===== src/rtl/regfile_sb.sv =====
// Integer register file with N combinational read ports, write-first bypass,
// asynchronous clear and a pending-write scoreboard for RAW hazard detection.
module regfile_sb #(
   parameter int XLEN    = 32,
   parameter int NREGS   = 32,
   parameter int NRP     = 2,
   parameter int DBG_IDX = 5,
   parameter int DBG_W   = 24
) (
   input  logic                     clk_I,
   input  logic                     rst_n_I,
   input  logic                     r_en_I,
   input  logic [NRP*$clog2(NREGS)-1:0] raddr_I,
   output logic [NRP*XLEN-1:0]      rdata_O,
   output logic [NRP-1:0]           hazard_O,
   input  logic                     w_en_I,
   input  logic [$clog2(NREGS)-1:0] waddr_I,
   input  logic [XLEN-1:0]          wdata_I,
   input  logic                     issue_en_I,
   input  logic [$clog2(NREGS)-1:0] issue_rd_I,
   input  logic                     flush_I,
   output logic [NREGS-1:0]         busy_O,
   output logic [DBG_W-1:0]         dbg_O
);

   localparam int AW = $clog2(NREGS);

   logic [XLEN-1:0]  regs [NREGS];
   logic [NREGS-1:0] busy_reg;
   logic [NREGS-1:0] busy_next;

   // x0 is cleared by reset and never written, so it always reads as zero.
   always_ff @(posedge clk_I or negedge rst_n_I) begin
      if (!rst_n_I) begin
         for (int i = 0; i < NREGS; i++) begin
            regs[i] <= '0;
         end
      end else if (w_en_I && (waddr_I != '0)) begin
         regs[waddr_I] <= wdata_I;
      end
   end

   // Issue is applied after writeback so a newer producer keeps the bit set.
   always_comb begin
      busy_next = busy_reg;
      if (w_en_I) begin
         busy_next[waddr_I] = 1'b0;
      end
      if (issue_en_I && (issue_rd_I != '0)) begin
         busy_next[issue_rd_I] = 1'b1;
      end
      busy_next[0] = 1'b0;
   end

   always_ff @(posedge clk_I or negedge rst_n_I) begin
      if (!rst_n_I) begin
         busy_reg <= '0;
      end else if (flush_I) begin
         busy_reg <= '0;
      end else begin
         busy_reg <= busy_next;
      end
   end

   genvar gi;
   generate
      for (gi = 0; gi < NRP; gi++) begin : g_rport
         logic [AW-1:0] addr;
         logic          bypass;

         assign addr   = raddr_I[gi*AW +: AW];
         assign bypass = w_en_I && (waddr_I == addr);

         always_comb begin
            rdata_O[gi*XLEN +: XLEN] = '0;
            if (r_en_I && (addr != '0)) begin
               rdata_O[gi*XLEN +: XLEN] = bypass ? wdata_I : regs[addr];
            end
         end

         assign hazard_O[gi] = r_en_I && (addr != '0) && busy_reg[addr] && !bypass;
      end
   endgenerate

   assign busy_O = busy_reg;
   assign dbg_O  = regs[DBG_IDX][DBG_W-1:0];

endmodule


===== config.mk =====
export PLATFORM = sky130hd
export DESIGN_NAME = regfile_sb
export DESIGN_NICKNAME = d
export VERILOG_FILES = /design/src/rtl/regfile_sb.sv
export SDC_FILE = /design/constraint.sdc
export NUM_CORES = 2
export LEC_CHECK = 0
export BUFFER_PORTS_ARGS = -buffer_cell sky130_fd_sc_hd__buf_2
export CAP_MARGIN = 10
export CORE_MARGIN = 2
export CORE_UTILIZATION = 50
export CTS_BUF_LIST = sky130_fd_sc_hd__clkbuf_2 sky130_fd_sc_hd__clkbuf_4 sky130_fd_sc_hd__clkbuf_8
export DETAILED_ROUTE_END_ITERATION = 16
export GPL_ROUTABILITY_DRIVEN = 0
export PLACE_DENSITY = 0.69
export SYNTH_ARGS = -nofsm -noshare
export SYNTH_HDL_FRONTEND = slang
export SYNTH_SLANG_ARGS = --single-unit

===== constraint.sdc =====
create_clock -name clk_I -period 1.95 [get_ports clk_I]
set_input_delay 0.195 -clock clk_I [delete_from_list [all_inputs] [get_ports clk_I]]
set_output_delay 0.195 -clock clk_I [all_outputs]
set_load 0.01 [all_outputs]

==> results by group <==
Critical path
  • CP delay by family, top: multiplexers
  • Buffers plus inverters on the worst setup path: 1
  • Reg-to-reg slack, setup: 640 ps
  • Worst Path Max Fanout: 3
  • Required time worst endpoint: 1750 ps
  • CP Data Arrival Time: 2800 ps
  • Reg2Reg Depth: 3
  • Critical Path Stages: 5
  • CP peak stage delay: 460 ps
  • Crit path cell chain: mux4_2 -> mux2_4 -> o211ai_1 -> nand3_1 -> buf_2
  • Slowest CP cell: mux4_2
  • Endpoint class of the critical path: output pin
  • Setup CP Type: reg2out
  • CP startpoint kind: flip-flop

Cells and area
  • Fillcell total: a little under 9000
  • Util after Layout: 61.6%
  • Non-filler cells, final: 6461
  • Commonest non-fill, non-tap cell in the layout: dfrtp_1
  • Layout cell share with drive strength beyond 1: between 50% and 60%
  • Area Overhead vs Synth: 22.1%
  • Post-route cell area: slightly above 0.07 mm2
  • Most frequent cells in the layout: dfrtp_1, mux2_2, buf_4
  • Final net count: 4850

Detailed routing
  • Vias per cell: 6.54
  • Antenna Nets Post-Route: 0
  • DRT iter0 DRCs: 4418
  • DRC viols: 0
  • Vias post-DR: 42200
  • Post-Route WL: 191000 um
  • Drt pass-1 iters: 6
  • Wire per inst: ~30 um

CTS
  • Root Driver: clkbuf_8
  • CTS tree: done
  • Skew-Pair Late Insertion Delay: 890 ps
  • Clock Sinks: 1055
  • CTS Buf Count: 180
  • Max clock buf depth: 3
  • Max H-tree Level: 4
  • CTS clk-pin slew, worst paths: 70 ps

Outcome
  • Outcome: finished with violations
  • Failing checks: negative setup slack

STA
  • Count of final max-slew check failures: 0
  • Post-route setup slack: -1040 ps
  • Final setup fails: 66
  • Fin Clk Skew: 0 ps
  • Fin crit share: 154%
  • Least-Margin Pin Slew: 842 ps
  • Final min period: 2990 ps
  • RSZ-0062 raised after global routing: yes
  • WHS: about 100 ps
  • Final Hold Viols: 0
  • Max transition margin: 43.7%
  • Max Fclk: 334 MHz

Synth
  • Avg Inst Size Synth: approximately 14 um2
  • Yosys warns: 0
  • Syn nets: 4289
  • Synth Area in Simple Gates: 3.80%
  • Netlist Area Pre-Place: 0.0578 mm2
  • #FFs+latches synth: 1055
  • Largest family of logic cells by synthesized area: multiplexers
  • Post-synthesis compound-gate area fraction: under 10%
  • Main synth FF type: dfrtp_1
  • Netlist cell types: 52
  • Sequential area share after synthesis: 45.7%
  • Post-synth ARST share: 100%
  • Adder-Cell Fraction of Synth Area: 0%
  • Post-synthesis mux area share: about two fifths
  • Cell count after synthesis: approximately 4200
  • XOR/XNOR share of the synthesized area: 0.152%
  • EDFF count, synth: 0

Floorplanning
  • Die area: 0.118 mm2
  • Die Ht: 344 um
  • Die Span X: between 300 and 400 um
  • Initial core utilization: about 50%
  • Core Box Area: between 0.1 and 0.15 mm2
  • Row cnt: 124
  • Top-Level Pins: 180

Hold path
  • HP Class: in2reg
  • Worst Hold Depth: 3

GRT
  • Global-route wire length before repair: between 200000 and 300000 um
  • Gr ovfl total: 0
  • Global router's overall resource usage: 32.6%
  • Pin count of the biggest net entering global routing: roughly 130
  • Vias in the first global route: 43300
  • Initial antenna violation count: 12

Placement
  • DP HPWL: 125000 um
  • Post-placement worst setup slack: -648 ps
  • Placed cell area: 0.0648 mm2
  • # placed instances: 6058
  • I/O Buffers: 178

Flow run
  • Total of max-cap violations: 0

Pwr
  • Pleak: 31.8 nW
  • PD cells: 945 mW/mm2
  • Worst VDD drop: 632 uV
[cell type report]
type                            count  area [um2]  share of cell area [%]
Timing Repair Buffer              866        8120                    11.5
Antenna cell                        9        22.5                  0.0319
Inverter                            6        23.8                  0.0337
Multi-Input combinational cell   2683       30000                    42.6
Sequential cell                  1055       26400                    37.4
Clock buffer                      286        3600                    5.10
Clock inverter                     44         452                   0.640
Tap cell                         1512        1890                    2.68
[worst paths after layout]
kind / start / endpoint
min: wdata_I[0] / regs[128]$_DFFE_PN0P_
max in group asynchronous: rst_n_I / regs[982]$_DFFE_PN0P_
min in group asynchronous: rst_n_I / busy_O[3]$_DFF_PN0_
min reg2reg: regs[1000]$_DFFE_PN0P_ / regs[1000]$_DFFE_PN0P_
max reg2reg: busy_O[21]$_DFF_PN0_ / busy_O[21]$_DFF_PN0_
max: dbg_O[13]$_DFFE_PN0P_ / rdata_O[45]
[synthesized netlist by cell type (all sizes together), types with 3 or more instances]
| master | instances | area share, % |
|---|---|---|
| dfrtp | 1055 | 46 |
| mux2 | 1023 | 20 |
| mux4 | 387 | 15 |
| mux2i | 310 | 5.4 |
| buf | 269 | 2.9 |
| nand2 | 256 | 1.7 |
| clkbuf | 218 | 1.4 |
| a221oi | 124 | 1.9 |
| a22oi | 111 | 1.4 |
| o21ai | 85 | 0.74 |
| nor2 | 79 | 0.57 |
| nand3 | 70 | 0.61 |
| a21oi | 63 | 0.55 |
| nor2b | 44 | 0.48 |
| a211oi | 38 | 0.50 |
| o211ai | 29 | 0.38 |
| nor3 | 8 | 0.069 |
| nand4 | 7 | 0.076 |
| nor3b | 7 | 0.091 |
| and3 | 6 | 0.065 |
| xnor2 | 6 | 0.091 |
| inv | 4 | 0.026 |
| xor2 | 4 | 0.061 |
| and3b | 3 | 0.045 |
| nand2b | 3 | 0.032 |
| nand3b | 3 | 0.039 |
[power breakdown]
group / internal, W / switching, W
registers: 0.0260 / 0.00309
clock network: 0.0125 / 0.00976
logic: 0.00895 / 0.00642
[through the flow]
step	setup TNS [ps]	total power (W)
6_report	-55270	0.0666
5_1_grt	-61120	0.0693
4_1_cts	-59360	0.0664
3_5_place_dp	-49340	0.0436
3_3_place_gp	-47220	0.0430
2_1_floorplan	0	0.0382
[state kept, by name, summed over array words and instances (netlist names)]
signal  flops
dbg_O      24
regs     1000
busy_O     31
[layer usage]
metal | wire length, um | global-route usage (%) | part of all wire [%] | up-vias
met1 | 78600 | 45.5 | 41 | 22300
met3 | 18500 | 7.90 | 9.6 | 504
met5 | 57 | 0 | 0.030 | -
met4 | 8050 | 13.7 | 4.2 | 10
li1 | - | - | - | 17300
met2 | 86300 | 48.9 | 45 | 2191
[kinds of logic after synthesis]
family,count (synthesis)
muxes,1720
xor gates and xnor gates,10
buffers and inverters,493
AOI/OAI and AO/OA,461
DFF,1055
other,1
and+or+nand+nor,491
[what timing repair did]
action,4_1_cts,5_1_grt
hold buffers,46,0
gates resized for setup,192,58
buffers inserted,20,5
hold endpoints to repair,1815,0
endpoints found under the setup margin,66,66
pin swaps,121,52
[tightest hold or removal path, delay by kind of cell]
family	cells	cell delay [ps]
buffers and inverters	2	420
multiplexers	1	300
Power figures use the tool's default switching activity.
